==> src/rtl/mollusc_pkg.sv <==
// Shared constants and types for the issue scoreboard and its neighbours.
package mollusc_pkg;

  localparam int REG_ADDR_W = 4;
  localparam int NUM_REGS   = 16;
  localparam int LAT_W      = 2;
  localparam int NUM_PORTS  = 4;

  // Read-port bit positions inside packed {a,b,m,p} vectors.
  localparam int PORT_A = 3;
  localparam int PORT_B = 2;
  localparam int PORT_M = 1;
  localparam int PORT_P = 0;

  typedef logic [REG_ADDR_W-1:0] reg_addr_t;

endpackage : mollusc_pkg

==> src/rtl/scoreboard_entry.sv <==
// One pending-result down-counter for a single architectural register.
module scoreboard_entry
  import mollusc_pkg::*;
#(
  parameter int LAT_W = mollusc_pkg::LAT_W
) (
  input  logic             clk,
  input  logic             rst,
  input  logic             clear_i,
  input  logic             hold_i,
  input  logic             load_i,
  input  logic [LAT_W-1:0] load_val_i,
  output logic [LAT_W-1:0] cnt_o,
  output logic             busy_o
);

  logic [LAT_W-1:0] cnt_q;
  logic [LAT_W-1:0] cnt_d;

  // Next count: clear beats hold, hold beats load, load beats decrement.
  always_comb begin
    // NOTE: default assignment first so every path assigns cnt_d and no latch is inferred.
    cnt_d = cnt_q;
    if (clear_i) begin
      cnt_d = '0;
    end else if (!hold_i) begin
      if (load_i) begin
        cnt_d = load_val_i;
      end else if (cnt_q != '0) begin
        cnt_d = cnt_q - LAT_W'(1);
      end
    end
  end

  // Counter register with synchronous reset.
  always_ff @(posedge clk) begin
    // NOTE: non-blocking assignment so every flop samples pre-edge values.
    if (rst) begin
      cnt_q <= '0;
    end else begin
      cnt_q <= cnt_d;
    end
  end

  assign cnt_o  = cnt_q;
  assign busy_o = (cnt_q != '0);

endmodule : scoreboard_entry

==> src/rtl/issue_scoreboard.sv <==
// Register scoreboard: tracks in-flight producers and gates instruction issue
// on RAW and WAW hazards. r0 is hardwired zero and never tracked.
module issue_scoreboard
  import mollusc_pkg::*;
#(
  parameter int NUM_REGS = mollusc_pkg::NUM_REGS,
  parameter int LAT_W    = mollusc_pkg::LAT_W
) (
  input  logic                            clk,
  input  logic                            rst,
  input  logic                            issue_valid,
  input  logic [REG_ADDR_W-1:0]           issue_dest,
  input  logic [LAT_W-1:0]                issue_lat,
  input  logic [NUM_PORTS*REG_ADDR_W-1:0] src_addr,
  input  logic [NUM_PORTS-1:0]            src_used,
  input  logic                            pipe_hold,
  input  logic                            flush,
  output logic                            issue_ready,
  output logic [NUM_PORTS-1:0]            stall_src,
  output logic                            stall_waw,
  output logic [NUM_REGS-1:0]             busy_mask
);

  logic [NUM_REGS-1:0][LAT_W-1:0] cnt;
  logic [NUM_REGS-1:0]            busy;
  logic                           accept;

  // r0 has no producer to wait for.
  assign cnt[0]  = '0;
  assign busy[0] = 1'b0;

  for (genvar i = 1; i < NUM_REGS; i++) begin : g_entry
    scoreboard_entry #(
      .LAT_W (LAT_W)
    ) u_entry (
      .clk        (clk),
      .rst        (rst),
      .clear_i    (flush),
      .hold_i     (pipe_hold),
      .load_i     (accept && (issue_dest == REG_ADDR_W'(i))),
      .load_val_i (issue_lat),
      .cnt_o      (cnt[i]),
      .busy_o     (busy[i])
    );
  end

  // Hazard detection against pre-edge counters; a counter at 1 still blocks.
  always_comb begin
    stall_src = '0;
    for (int k = 0; k < NUM_PORTS; k++) begin
      reg_addr_t rd_addr;
      rd_addr      = src_addr[k*REG_ADDR_W +: REG_ADDR_W];
      stall_src[k] = src_used[k] && (rd_addr != '0) && (cnt[rd_addr] != '0);
    end
    // A later write must not land before an older, slower one to the same register.
    stall_waw = issue_valid && (issue_dest != '0) && (cnt[issue_dest] > issue_lat);
    if (rst) begin
      stall_src = '0;
      stall_waw = 1'b0;
    end
  end

  assign issue_ready = !rst && !pipe_hold && !flush && (stall_src == '0) && !stall_waw;
  assign accept      = issue_valid && issue_ready;
  assign busy_mask   = rst ? '0 : busy;

endmodule : issue_scoreboard

==> config.mk <==
export PLATFORM = sky130hd
export DESIGN_NAME = issue_scoreboard
export DESIGN_NICKNAME = d
export VERILOG_FILES = /design/src/rtl/mollusc_pkg.sv /design/src/rtl/scoreboard_entry.sv /design/src/rtl/issue_scoreboard.sv
export SDC_FILE = /design/constraint.sdc
export NUM_CORES = 1
export LEC_CHECK = 0
export BUFFER_PORTS_ARGS = -buffer_cell sky130_fd_sc_hd__buf_2
export CELL_PAD_IN_SITES_DETAIL_PLACEMENT = 0
export CELL_PAD_IN_SITES_GLOBAL_PLACEMENT = 2
export CORE_UTILIZATION = 33
export CTS_CLUSTER_SIZE = 12
export DETAILED_ROUTE_END_ITERATION = 10
export GPL_ROUTABILITY_DRIVEN = 0
export PLACE_DENSITY = 0.84
export REMOVE_ABC_BUFFERS = 1
export SLEW_MARGIN = 0
export SYNTH_ARGS = -nofsm -noshare
export SYNTH_HDL_FRONTEND = slang
export SYNTH_HIERARCHICAL = 1
export SYNTH_SLANG_ARGS = --single-unit
==> constraint.sdc <==
create_clock -name clk -period 4.6 [get_ports clk]
set_clock_uncertainty 0.05 [all_clocks]
set_input_delay 0 -clock clk [delete_from_list [all_inputs] [get_ports clk]]
set_output_delay 0 -clock clk [all_outputs]
set_load 0.03 [all_outputs]
==> reports/metrics.csv <==
stage,metric,value,unit
detailed_routing,final_antenna_net_count,0,
global_routing,grt_antenna_before_repair,0,
floorplanning,fp.dieH,101,um
global_routing,grt_pass1_vias,3301,
clocking,cts_tree,yes,
power,power_density,162,nW/um^2
place,portBuffers,51,
clocking,post-cts-setup-buffer-count,0,
clocking,cts.clk_slew.worst_paths,0.07,ns
global_routing,grt_pass1_wl,17200,um
yosys,synth_cells,437,
critical_path,cp_top_family,compound AO/OA/AOI/OAI gates,
yosys,synth-edff-count,0,
cells_and_area,largest_reg_flops,30,
critical_path,required,4.73,ns
critical_path,cp_slowest_cell,mux4_2,
critical_path,crit_path_end_kind,register,
timing,hold_viol,0,
detailed_routing,num_vias,3521,
yosys,yosysWarnings,6,
timing,slew_viol_final,0,
detailed_routing,wl,10900,um
timing,rsz0062_at_grt,no,
clocking,numCtsBuffers,5,
power,peakVddDrop,90.4,uV
clocking,ctsResizeCount,0,
clocking,clock-root-buffer,clkbuf_8,
timing,finalCritPeriodShare,0.813,
cells_and_area,utilization,0.393,
cells_and_area,final_layout_size_suffix_gt1_frac,0.198,
clocking,cts_sinks,30,
yosys,synth.top_cells.by_area,"dfxtp_1 (19%), inv_1 (8.0%), ha_1 (6.6%)",
cells_and_area,diodes,0,
yosys,ys_seq_elements,30,
timing,relSlewSlack,0.432,
timing,max_clock_freq,0.267,GHz
yosys,synth.top_cells.by_count,"inv_1 (69), nor2_1 (54), dfxtp_1 (30), nor2b_1 (25), nand2_1 (24)",
clocking,insertion_delay,0.29,ns
yosys,synth_largest_area_cell,dfxtp_1,
yosys,synthDominantCellAreaShare,0.186,
critical_path,cp_max_fo,8,
clocking,htreeDepth,2,
timing,worst_pin_slew,0.853,ns
critical_path,crit_top_cell,mux4_2,
outcome,outcome,finished clean,
yosys,synth.avg_cell_area,7.40,sq um
cells_and_area,fin_nets,534,
timing,finalCriticalPeriod,3.74,ns
global_routing,grt-ovfl-total,0,
floorplanning,start_util,0.345,
timing,setup-violations-final,0,
critical_path,slowest_delay,0.49,ns
cells_and_area,area_growth,13.9,%
timing,tns,0,ns
floorplanning,die-area,10200,sq um
yosys,seq_area_frac_synth,0.186,
yosys,ys.flop_type,dfxtp_1,
yosys,synth_cell_type_count,57,
timing,fin_ws,0.860,ns
yosys,async_reset_ff_frac,0,
critical_path,cp.buffers_inverters,1,
floorplanning,ios,53,
power,p_leak,1.47,nW
global_routing,grt_max_degree,47,
clocking,cts-hold-fix-buffers,0,
critical_path,crit_chain,mux4_2 > mux4_2 > ha_1 > nor2b_1 > o2111ai_1 > nand2_1 > a31o_2 > nor4_4 > and4_1 > inv_1 > a2bb2oi_1 > o221a_2,
place,dp_slack,0.907,ns
yosys,yosysMostFrequentCell,inv_1,
hold_path,min_path_type,in2reg,
floorplanning,fp-row-count,35,
detailed_routing,drtIter0Drc,252,
floorplanning,fp.dieW,101,um
critical_path,crit_arrival,3.87,ns
detailed_routing,dr.pass1.iters,5,
detailed_routing,wl_per_cell,17.8,um
global_routing,grt_use_total,0.220,
critical_path,critPathKind,reg2reg,
job,cap_violations,0,
detailed_routing,via_per_inst,5.73,
place,dp_hpwl,8040,um
critical_path,startpoint_type,register,
detailed_routing,remaining_drc_errors,0,
yosys,netlist_area,3230,sq um
floorplanning,fp.coreArea,9370,sq um
clocking,clockBufferDepth,2,
final timing paths:
kind,start,end,slack [ns],cells after the start
worst max-delay path,g_entry[4].u_entry/cnt_o[1],g_entry[14].u_entry/cnt_o[1],0.86,12
worst min-delay path,rst,g_entry[3].u_entry/cnt_o[1],0.20,3
worst max register to register,g_entry[4].u_entry/cnt_o[1],g_entry[14].u_entry/cnt_o[1],0.86,12
worst min register to register,g_entry[1].u_entry/cnt_o[0],g_entry[1].u_entry/cnt_o[0],0.46,2
logic make-up (layout without fill, tap and decap cells):
group | after synthesis | in the layout | share of synthesized area
AO/OA/AOI/OAI | 118 | 118 | 0.274
adder cells (fa/ha/maj) | 17 | 17 | 0.0658
buffers and inverters | 83 | 132 | 0.102
flip-flops | 30 | 30 | 0.186
multiplexers | 13 | 13 | 0.0859
other | 1 | 1 | 0.00116
AND/OR/NAND/NOR | 175 | 175 | 0.286
through the flow:
stage               hold slack [ns]  cells  total power [W]  area [sq um]
floorplan                    0.0596    427         0.000325          3180
global placement              0.458    608         0.000394          3610
detailed placement            0.453    608         0.000393          3610
CTS                           0.206    615         0.000603          3680
global route                  0.227    615         0.000631          3680
finish                        0.198    615         0.000598          3680
placed cells by master, fill, tap and decap left out, drive strengths merged, types with 2 or more instances in the layout:
| cell | n |
|---|---|
| a2bb2oi | 12 |
| nand4 | 2 |
| and3 | 8 |
| inv | 71 |
| or3 | 17 |
| o32ai | 2 |
| nor4 | 2 |
| ha | 17 |
| o221a | 16 |
| clkbuf | 7 |
| a22o | 2 |
| and4 | 2 |
| buf | 52 |
| nand2b | 8 |
| o211ai | 3 |
| nand3 | 2 |
| a21oi | 22 |
| nor2 | 54 |
| nand2 | 24 |
| nor3 | 22 |
| a22oi | 12 |
| dfxtp | 30 |
| o21ai | 7 |
| a31oi | 5 |
| o22ai | 19 |
| o311ai | 2 |
| nor2b | 25 |
| a31o | 2 |
| mux2 | 2 |
| clkinv | 2 |
| mux4 | 11 |
| or4 | 2 |
| a211oi | 7 |
| nor3b | 2 |
worst reg2reg max path, stage by stage, from the launching register on:
cell       delay [ns]
dfxtp_1          0.38
mux4_2           0.49
mux4_2           0.47
ha_1             0.29
nor2b_1          0.13
o2111ai_1        0.35
nand2_1          0.09
a31o_2           0.24
nor4_4           0.35
and4_1           0.32
inv_1            0.07
a2bb2oi_1        0.14
o221a_2          0.24
routing by layer:
metal | share of wire | global-route usage | up-vias
li1 | - | - | 1706
met1 | 0.48 | 0.308 | 1656
met2 | 0.44 | 0.345 | 140
met3 | 0.061 | 0.0368 | 19
met4 | 0.018 | 0.0635 | 0
met5 | 0 | 0 | -
final cells by class:
type / instances / area [sq um]
clock buffer: 7 / 76.3
multi-input combinational: 324 / 2300
timing repair buffer: 52 / 263
inverter: 73 / 279
fill: 1010 / 5690
sequential: 30 / 601
tap: 129 / 161
power by group:
part           leakage (nW)  internal (W)  switching, W  total (W)
clock                0.0383      0.000104      0.000106   0.000210
combinational          1.19     0.0000435     0.0000848   0.000128
sequential            0.241      0.000260   0.000000313   0.000260
total                  1.47      0.000408      0.000191   0.000598
Note: power is estimated with default switching activity, not from simulation.
